File: config.mk
export PLATFORM = sky130hd
export DESIGN_NAME = fpga_board_status_ctrl
export DESIGN_NICKNAME = d
export VERILOG_FILES = /design/src/rtl/fpga_status_pkg.sv /design/src/rtl/fpga_tick_gen.sv /design/src/rtl/fpga_board_status_ctrl.sv
export SDC_FILE = /design/constraint.sdc
export NUM_CORES = 1
export LEC_CHECK = 0
export ABC_AREA = 1
export BUFFER_PORTS_ARGS = -buffer_cell sky130_fd_sc_hd__buf_4
export CORE_MARGIN = 10
export CORE_UTILIZATION = 52
export DETAILED_ROUTE_END_ITERATION = 12
export PLACE_DENSITY = 0.86
export SLEW_MARGIN = 25
export SYNTH_ARGS = -nofsm -noshare
export SYNTH_HDL_FRONTEND = slang
export SYNTH_SLANG_ARGS = --single-unit
File: constraint.sdc
create_clock -name clk_gen -period 1.56 [get_ports clk_gen]
set_input_delay 0.312 -clock clk_gen [delete_from_list [all_inputs] [get_ports clk_gen]]
set_output_delay 0.312 -clock clk_gen [all_outputs]
set_load 0.005 [all_outputs]
File: src/rtl/fpga_status_pkg.sv
// Shared types for the board status controller: LED modes, exit status and code FSM states.
package fpga_status_pkg;

  localparam int unsigned LedModeWidth = 3;
  localparam int unsigned GapTicks     = 3;
  localparam int unsigned GapCntWidth  = 2;

  typedef enum logic [2:0] {
    LedOff    = 3'd0,
    LedOn     = 3'd1,
    LedHb     = 3'd2,
    LedRst    = 3'd3,
    LedStatus = 3'd4,
    LedTick   = 3'd5,
    LedRsvd6  = 3'd6,
    LedRsvd7  = 3'd7
  } led_mode_e;

  typedef enum logic [1:0] {
    StatusRun  = 2'b00,
    StatusPass = 2'b01,
    StatusFail = 2'b10
  } status_e;

  typedef enum logic [1:0] {
    StIdle,
    StPulseOn,
    StPulseOff,
    StGap
  } code_state_e;

  // LED value shown in STATUS mode: solid on pass, blinking exit code on fail.
  function automatic logic status_led(input status_e status, input logic code_led);
    logic led;
    led = 1'b0;
    unique case (status)
      StatusRun:  led = 1'b0;
      StatusPass: led = 1'b1;
      StatusFail: led = code_led;
      default:    led = 1'b0;
    endcase
    return led;
  endfunction

endpackage

File: src/rtl/fpga_tick_gen.sv
// Slow strobe generator: one-cycle tick_o every TICK_DIV clk_gen cycles.
module fpga_tick_gen
  import fpga_status_pkg::*;
#(
  parameter int unsigned TICK_DIV = 2_000_000
) (
  input  logic clk_gen,
  input  logic rst_n,
  output logic tick_o
);

  localparam int unsigned CntWidth = (TICK_DIV > 1) ? $clog2(TICK_DIV) : 1;
  localparam logic [CntWidth-1:0] CntMax = CntWidth'(TICK_DIV - 1);

  logic [CntWidth-1:0] cnt_q, cnt_d;

  assign tick_o = (cnt_q == CntMax);

  always_comb begin
    cnt_d = cnt_q + 1'b1;
    if (tick_o) begin
      cnt_d = '0;
    end
  end

  always_ff @(posedge clk_gen or negedge rst_n) begin
    if (!rst_n) begin
      cnt_q <= '0;
    end else begin
      cnt_q <= cnt_d;
    end
  end

endmodule

File: src/rtl/fpga_board_status_ctrl.sv
// Board-visibility controller: reset sync, heartbeat, exit-status capture,
// exit-code blink train and per-LED mode mux.
module fpga_board_status_ctrl
  import fpga_status_pkg::*;
#(
  parameter int unsigned HB_CNT_WIDTH = 27,
  parameter int unsigned TICK_DIV     = 2_000_000,
  parameter int unsigned NUM_LEDS     = 4,
  parameter int unsigned CODE_WIDTH   = 4,
  parameter int unsigned SYNC_STAGES  = 2
) (
  input  logic                                clk_gen,
  input  logic                                rst_n,
  output logic                                rst_sync_no,
  input  logic                                exit_valid_i,
  input  logic [31:0]                         exit_value_i,
  input  logic [NUM_LEDS*LedModeWidth-1:0]    led_mode_i,
  output logic [NUM_LEDS-1:0]                 led_o,
  output logic                                hb_o,
  output logic [1:0]                          status_o
);

  localparam int unsigned PulseWidth = CODE_WIDTH + 1;
  localparam logic [GapCntWidth-1:0] GapLast = GapCntWidth'(GapTicks - 1);

  // Reset synchroniser: asserts with rst_n, releases after SYNC_STAGES edges.
  logic [SYNC_STAGES-1:0] sync_q;

  always_ff @(posedge clk_gen or negedge rst_n) begin
    if (!rst_n) begin
      sync_q <= '0;
    end else begin
      sync_q <= {sync_q[SYNC_STAGES-2:0], 1'b1};
    end
  end

  assign rst_sync_no = sync_q[SYNC_STAGES-1];

  // Heartbeat
  logic [HB_CNT_WIDTH-1:0] hb_cnt_q;

  always_ff @(posedge clk_gen or negedge rst_n) begin
    if (!rst_n) begin
      hb_cnt_q <= '0;
    end else begin
      hb_cnt_q <= hb_cnt_q + 1'b1;
    end
  end

  assign hb_o = hb_cnt_q[HB_CNT_WIDTH-1];

  // Blink tick and its toggle
  logic tick;
  logic tick_tgl_q;

  fpga_tick_gen #(
    .TICK_DIV(TICK_DIV)
  ) u_tick_gen (
    .clk_gen(clk_gen),
    .rst_n  (rst_n),
    .tick_o (tick)
  );

  always_ff @(posedge clk_gen or negedge rst_n) begin
    if (!rst_n) begin
      tick_tgl_q <= 1'b0;
    end else if (tick) begin
      tick_tgl_q <= ~tick_tgl_q;
    end
  end

  // Exit capture: only the first exit after the synchronised reset releases counts.
  status_e               status_q, status_d;
  logic [CODE_WIDTH-1:0] code_q, code_d;

  always_comb begin
    status_d = status_q;
    code_d   = code_q;
    if (rst_sync_no && exit_valid_i && (status_q == StatusRun)) begin
      status_d = (exit_value_i == '0) ? StatusPass : StatusFail;
      code_d   = exit_value_i[CODE_WIDTH-1:0];
    end
  end

  always_ff @(posedge clk_gen or negedge rst_n) begin
    if (!rst_n) begin
      status_q <= StatusRun;
      code_q   <= '0;
    end else begin
      status_q <= status_d;
      code_q   <= code_d;
    end
  end

  assign status_o = status_q;

  // Code FSM: a zero code blinks the full 2**CODE_WIDTH pulses.
  code_state_e            state_q, state_d;
  logic [PulseWidth-1:0]  pulse_cnt_q, pulse_cnt_d;
  logic [GapCntWidth-1:0] gap_cnt_q, gap_cnt_d;
  logic [PulseWidth-1:0]  pulse_num;
  logic                   code_led;

  assign pulse_num = (code_q == '0) ? {1'b1, {CODE_WIDTH{1'b0}}} : {1'b0, code_q};

  always_ff @(posedge clk_gen or negedge rst_n) begin
    if (!rst_n) begin
      state_q     <= StIdle;
      pulse_cnt_q <= '0;
      gap_cnt_q   <= '0;
    end else begin
      state_q     <= state_d;
      pulse_cnt_q <= pulse_cnt_d;
      gap_cnt_q   <= gap_cnt_d;
    end
  end

  always_comb begin
    state_d     = state_q;
    pulse_cnt_d = pulse_cnt_q;
    gap_cnt_d   = gap_cnt_q;
    if (tick) begin
      unique case (state_q)
        StIdle: begin
          if (status_q == StatusFail) begin
            state_d = StPulseOn;
          end
        end
        StPulseOn: begin
          state_d     = StPulseOff;
          pulse_cnt_d = pulse_cnt_q + 1'b1;
        end
        StPulseOff: begin
          state_d = (pulse_cnt_q < pulse_num) ? StPulseOn : StGap;
        end
        StGap: begin
          if (gap_cnt_q == GapLast) begin
            state_d     = StPulseOn;
            gap_cnt_d   = '0;
            pulse_cnt_d = '0;
          end else begin
            gap_cnt_d = gap_cnt_q + 1'b1;
          end
        end
        default: state_d = StIdle;
      endcase
    end
  end

  always_comb begin
    code_led = (state_q == StPulseOn);
  end

  // LED mode mux, registered
  logic [NUM_LEDS-1:0] led_q, led_d;

  always_comb begin
    led_d = '0;
    for (int k = 0; k < NUM_LEDS; k++) begin
      case (led_mode_e'(led_mode_i[LedModeWidth*k +: LedModeWidth]))
        LedOff:    led_d[k] = 1'b0;
        LedOn:     led_d[k] = 1'b1;
        LedHb:     led_d[k] = hb_o;
        LedRst:    led_d[k] = ~rst_sync_no;
        LedStatus: led_d[k] = status_led(status_q, code_led);
        LedTick:   led_d[k] = tick_tgl_q;
        default:   led_d[k] = 1'b0;
      endcase
    end
  end

  always_ff @(posedge clk_gen or negedge rst_n) begin
    if (!rst_n) begin
      led_q <= '0;
    end else begin
      led_q <= led_d;
    end
  end

  assign led_o = led_q;

endmodule

; Word level (Yosys, flattened, before mapping)
; Index checks and enable logic that the tools add are counted.
[totals]
reg_bits = 70
latch_bits = 0
ramBits = 0
romBits = 0
input_bits = 47
out_inout_bits = 8
wordCells = 71
n_memories = 0
[op_classes]
n_addsub = 4
mul = 0
div = 0
magnitude_cmp = 1
n_eq_ne = 29
shift = 0
n_mux = 15
bitwise_logic = 2
n_reduce_logical = 10
[op_table]
columns = operator, count
row1 = $logic_not A32 Y1, 1
row2 = $add A27 B1 Y27 const B, 1
row3 = $eq A3 B2 Y1 const B, 8
row4 = $eq A3 B3 Y1 const B, 8
row5 = $add A21 B1 Y21 const B, 1
row6 = $eq A21 B21 Y1 const B, 1
row7 = $mux W21, 1
row8 = $pmux W1 S5, 4
row9 = $eq A3 B1 Y1 const B, 4
row10 = $mux W2, 5
row11 = $mux W5, 2
row12 = $pmux W5 S2, 1
row13 = $eq A2 B2 Y1 const B, 4
row14 = $pmux W2 S4, 1
row15 = $reduce_and A3 Y1, 2
row16 = $add A5 B1 Y5 const B, 1
row17 = $lt A5 B5 Y1, 1
row18 = $eq A2 B1 Y1 const B, 2
row19 = $logic_not A2 Y1, 2
row20 = $logic_not A4 Y1, 1
row21 = $ne A2 B2 Y1 const B, 2
row22 = $add A2 B1 Y2 const B, 1
row23 = $logic_and A1 B1 Y1, 2
row24 = $not A1 Y1, 2
row25 = other kinds (3), 3

; Logic depth before layout (Yosys ltp)
[depth]
ltp_word = 5
ltp_mapped = 11
mapped_depth_nobuf = 11

; Cells and area by module
; From an unflattened synthesis, not the netlist that was laid out.
[unflattened]
hier_cells = 546
area_unflattened_um2 = 4145.2
[modules_own_cells]
columns = module, instances, cells_each, area_per_inst_um2, seq_area_each_um2
row1 = fpga_board_status_ctrl, 1, 368, 2844.0, 1226.2
row2 = fpga_tick_gen, 1, 178, 1301.2, 525.5

; Worst setup path after synthesis
; No wires, ideal clock.
[synth_timing]
path_type = reg2reg
from = reg state_q[0]
to = reg pulse_cnt_q[1]
setup_ns = 0.117
t_arrival_ns = 1.327
required_time_ns = 1.443
path_slack_ns = 0.115
stages_incl_launch_ff = 9
n_path_buf = 1
cell_sequence = dfrtp_1 ha_1 buf_2 o21ai_0 o21ai_0 inv_1 nand3_1 nand2_1 nand2_1
[synth_via]
elab_chain_len = 3
[synth_rtl]
columns = element, line_no
row1 = from (decl), fpga_board_status_ctrl.sv:98  ; code_state_e state_q, state_d;
row2 = from (signal assigned), fpga_board_status_ctrl.sv:108  ; state_q <= StIdle;
row3 = from (signal assigned), fpga_board_status_ctrl.sv:112  ; state_q <= state_d;
row4 = $eq A2 B2 Y1 / $eq A2 B1 Y1 (equally long branches), fpga_board_status_ctrl.sv:123  ; unique case (state_q)
row5 = $ne A2 B2 Y1 (no source line) / $reduce_bool A2 Y1 (equally long branches), n/a
row6 = $reduce_and A3 Y1 (no source line), n/a
row7 = to (signal assigned), fpga_board_status_ctrl.sv:113  ; pulse_cnt_q <= pulse_cnt_d;
row8 = to (decl), fpga_board_status_ctrl.sv:99  ; logic [PulseWidth-1:0] pulse_cnt_q, pulse_cnt_d;
; Several ways; a longest one is shown, not always the timed one.
; A chain may end at the register's enable or synchronous reset.

; Final worst setup path
[layout_timing]
from = reg code_q[1]
to = reg state_q[1]
[layout_via]
elab_chain_len = 5
[layout_rtl]
columns = element, line_no
row1 = from (decl), fpga_board_status_ctrl.sv:74  ; logic [CODE_WIDTH-1:0] code_q, code_d;
row2 = from (signal assigned), fpga_board_status_ctrl.sv:91  ; code_q <= code_d;
row3 = $logic_not A4 Y1, fpga_board_status_ctrl.sv:104  ; assign pulse_num = (code_q == '0) ? {1'b1, {CODE_WIDTH{1'b0}}} : {1'b0, code_q};
row4 = $mux W5 (*), fpga_board_status_ctrl.sv:104
row5 = $lt A5 B5 Y1 (*), fpga_board_status_ctrl.sv:134  ; state_d = (pulse_cnt_q < pulse_num) ? StPulseOn : StGap;
row6 = $mux W2 (*), fpga_board_status_ctrl.sv:134
row7 = $pmux W2 S4 (*), fpga_board_status_ctrl.sv:123
; Mark *: on every way between the ends. The rest lies on a longest branch, timed or not.

==> impl_metrics.csv <==
group,metric,value,unit
status,status,"completed",
power_and_ir_drop,cellLeakagePower,2.54,nW
sta,hold_viol,0,
die,core,0.00769,sq mm
hold_path,hold_depth,4,
synth,syn_area_per_cell,7.57,sq um
power_and_ir_drop,p_seq_share,52.0,%
routing,ant_nets,0,
setup_path,critical_path_class,"reg -> reg",
setup_path,worstPathCellList,"nor2_1 -> nand3_2 -> ha_4 -> nand2_4 -> inv_1 -> nand2_1 -> nand3_1 -> nand2_1 -> nand2_1 -> nand3_1 -> nand2_1",
die,rows,32,
cts,clock_sinks,70,
cts,clock_tree.root_cell,"clkbuf_8",
synth,async_flop_share,100,%
cts,cts_made_buffers,9,
synth,ys_seq_area_share,42.9,%
cts,htree_levels,3,
routing,num_vias,3779,
die,start_util,53.2,%
die,die_w,109,um
sta,fmax,641,MHz
sta,drv_slew,0,
grt,grt_pass1_wl,16200,um
final_layout,drive_above_1_share,21.2,%
power_and_ir_drop,p_comb_share,5.7,%
final_layout,area_growth,24.4,%
power_and_ir_drop,switchingPower,0.806,mW
grt,top_usage_layer,"met2",
cts,cts_buffer_depth,2,
power_and_ir_drop,p_clk_share,42.3,%
power_and_ir_drop,p_sw_share,22.9,%
synth,synth_edf_count,0,
placement,post-dp-hpwl,7500,um
setup_path,ff2ff_path_depth,11,
sta,setup_viol_count_final,0,
sta,rsz0062_at_grt,"true",
routing,routed_wl,10500,um
synth,ys_warn_count,0,
grt,grt_max_degree,29,
synth,synth_area,0.00409,sq mm
final_layout,final-seq-area,0.00175,sq mm
synth,synth_area_leaders,"dfrtp_1 (43%), nand2_1 (12%), nor2_1 (8.3%), inv_1 (6.4%), xor2_1 (4.7%)",
grt,grt_pass1_vias,3671,
power_and_ir_drop,ir_drop,0.000461,V
grt,use_met1,20.0,%
synth,syn_inst,540,
die,ioPinCount,55,
routing,wl_per_cell,14.3,um
setup_path,cp.depth,11,
final_layout,final_util,66.1,%
synth,yosysTopAreaCell,"dfrtp_1",
hold_path,hold_class,"in -> reg",
routing,vias_per_cell,5.18,
grt,track_usage,16.9,%
synth,synth_nets,602,
final_layout,final_cell_mix,"nand2_1 (135), nor2_1 (81), buf_4 (71), dfrtp_1 (70), inv_1 (68)",
final_layout,diodes,0,
flow_run,drv_cap,0,
die,die_h,109,um
routing,drc_errors,0,
setup_path,path_buf_inv,1,
power_and_ir_drop,p_per_area,691,mW/mm^2
placement,port_buffers,54,
final_layout,fillers,599,
synth,synth_cell_types,32,
cts,cts_tree,"done",
cts,clk_pin_slew,80,ps
sta,fin_skew,9.85,ps
grt,grt_overflow,0,
final_layout,multiInputGateArea,0.00216,sq mm
routing,first_iter_violations,190,
placement,dpl_cell_area,0.00470,sq mm
grt,antenna_found_initial,0,
setup_path,crit_required,1810,ps
die,dieArea,0.0118,sq mm
power_and_ir_drop,internal-power,2.71,mW
setup_path,cp-end-kind,"flip-flop",
final_layout,final_nets,685,
setup_path,worstPathArrival,1810,ps
routing,firstDrtPassIters,5,
grt,met2_usage,29.3,%
synth,synth_seq_cells,70,
cts,clock_latency,360,ps
synth,synth_top_area_share,42.9,%
sta,min_period,1560,ps
setup_path,crit_top_cell,"nand2_1",
setup_path,slowest_delay,400,ps
final_layout,stdcell_area,0.00508,sq mm
final_layout,final_common_cell,"nand2_1",
placement,gp_congestion,0.942,
setup_path,critPathTopFamily,"simple AND/OR/NAND/NOR gates",
setup_path,worst_setup_path_start_kind,"flip-flop",
grt,met3_usage,3.24,%
sta,fin_crit_sh,99.9,%
setup_path,cp_slowest_cell,"dfrtp_1",
setup_path,worstPathMaxFanout,3,
synth,synth_ff_type,"dfrtp_1",
==> cell usage after synthesis, types with 3 or more instances <==
| cell type | count |
|---|---|
| inv_2 | 4 |
| xnor2_1 | 9 |
| a21oi_1 | 13 |
| xor2_1 | 22 |
| nor3_1 | 12 |
| nand2_1 | 136 |
| or2_2 | 3 |
| inv_1 | 70 |
| o21ai_0 | 15 |
| o21ai_1 | 3 |
| nor2_4 | 4 |
| a31oi_1 | 4 |
| ha_1 | 15 |
| nand3_1 | 31 |
| dfrtp_1 | 70 |
| nor2_2 | 3 |
| nor2_1 | 90 |
| nand2_2 | 5 |
| nand4_1 | 15 |
==> per-stage QoR <==
| stage | worst slack, ps | hold WS [ps] | TNS [ps] | total power [mW] | std cells |
|---|---|---|---|---|---|
| 6_report | 1.13 | 225 | 0 | 3.51 | 729 |
| 3_5_place_dp | 14.2 | 255 | 0 | 2.06 | 704 |
| 3_3_place_gp | 124 | 254 | 0 | 2.05 | 704 |
| 2_1_floorplan | 115 | 16.4 | 0 | 1.90 | 540 |
| 4_1_cts | 8.52 | 222 | 0 | 3.53 | 720 |
| 5_1_grt | -102 | 243 | -313 | 3.62 | 729 |
==> timing repair <==
action / CTS / global route
hold endpoints to repair: 25 / 0
hold buffers: 1 / 0
gates resized for setup: 0 / 29
endpoints found under the setup margin: 0 / 21
buffers inserted: 0 / 8
==> worst paths after layout <==
kind	slack, ps	to	start
worst max-delay path	1	state_q[1]$_DFFE_PN0P_	code_q[1]$_DFFE_PN0P_
worst min-delay path	220	led_o[3]$_DFF_PN0_	led_mode_i[10]
worst max register to register	1	state_q[1]$_DFFE_PN0P_	code_q[1]$_DFFE_PN0P_
worst min register to register	360	sync_q[1]$_DFF_PN0_	sync_q[0]$_DFF_PN0_
max in group asynchronous	610	hb_cnt_q[25]$_DFF_PN0_	rst_n
min in group asynchronous	420	u_tick_gen.cnt_q[20]$_DFF_PN0_	rst_n
==> registers in the layout (all words and copies together) (netlist names) <==
signal,cells
code_q,4
led_o,4
gap_cnt_q,2
sync_q,2
hb_cnt_q,27
status_o,2
tick_tgl_q,1
state_q,2
u_tick_gen.cnt_q,21
pulse_cnt_q,5
==> worst reg2reg max path: stages, from the launching register on <==
cell,delay [ps]
dfrtp_1,400
nor2_1,150
nand3_2,100
ha_4,270
nand2_4,70
inv_1,50
nand2_1,70
nand3_1,80
nand2_1,80
nand2_1,60
nand3_1,80
nand2_1,50
==> cells by family (layout without fill, tap and decap cells) <==
| logic type | Yosys count | count (layout) | share of synthesized area (%) |
|---|---|---|---|
| AO/OA/AOI/OAI | 36 | 36 | 4.59 |
| XOR/XNOR | 31 | 31 | 6.64 |
| flip-flops | 70 | 70 | 42.9 |
| AND/OR/NAND/NOR | 310 | 311 | 34.1 |
| adder cells (fa/ha/maj) | 15 | 15 | 4.59 |
| other | 1 | 1 | 0.0917 |
| buffers and inverters | 77 | 163 | 7.13 |
==> power by group through the flow <==
stage	clock (mW)	combinational [mW]	sequential [mW]
finish	1.49	0.199	1.83
global route	1.57	0.221	1.83
CTS	1.50	0.202	1.83
detailed placement	0	0.199	1.86
global placement	0	0.192	1.86
floorplan	0	0.0327	1.86
==> metal layers <==
metal / up-vias / share of wire (%)
li1: 1857 / -
met3: 20 / 4.3
met5: - / 0
met2: 107 / 53
met4: 0 / 2.0
met1: 1795 / 40
==> cell type report <==
type	count	share of cell area, %
repair buffers	74	11.3
inverters	74	5.46
clock inverters	5	1.16
clock buffers	10	2.71
multi-input cells	394	42.4
flip-flops and latches	70	34.5
well taps	102	2.51
Power figures use the tool's default switching activity.
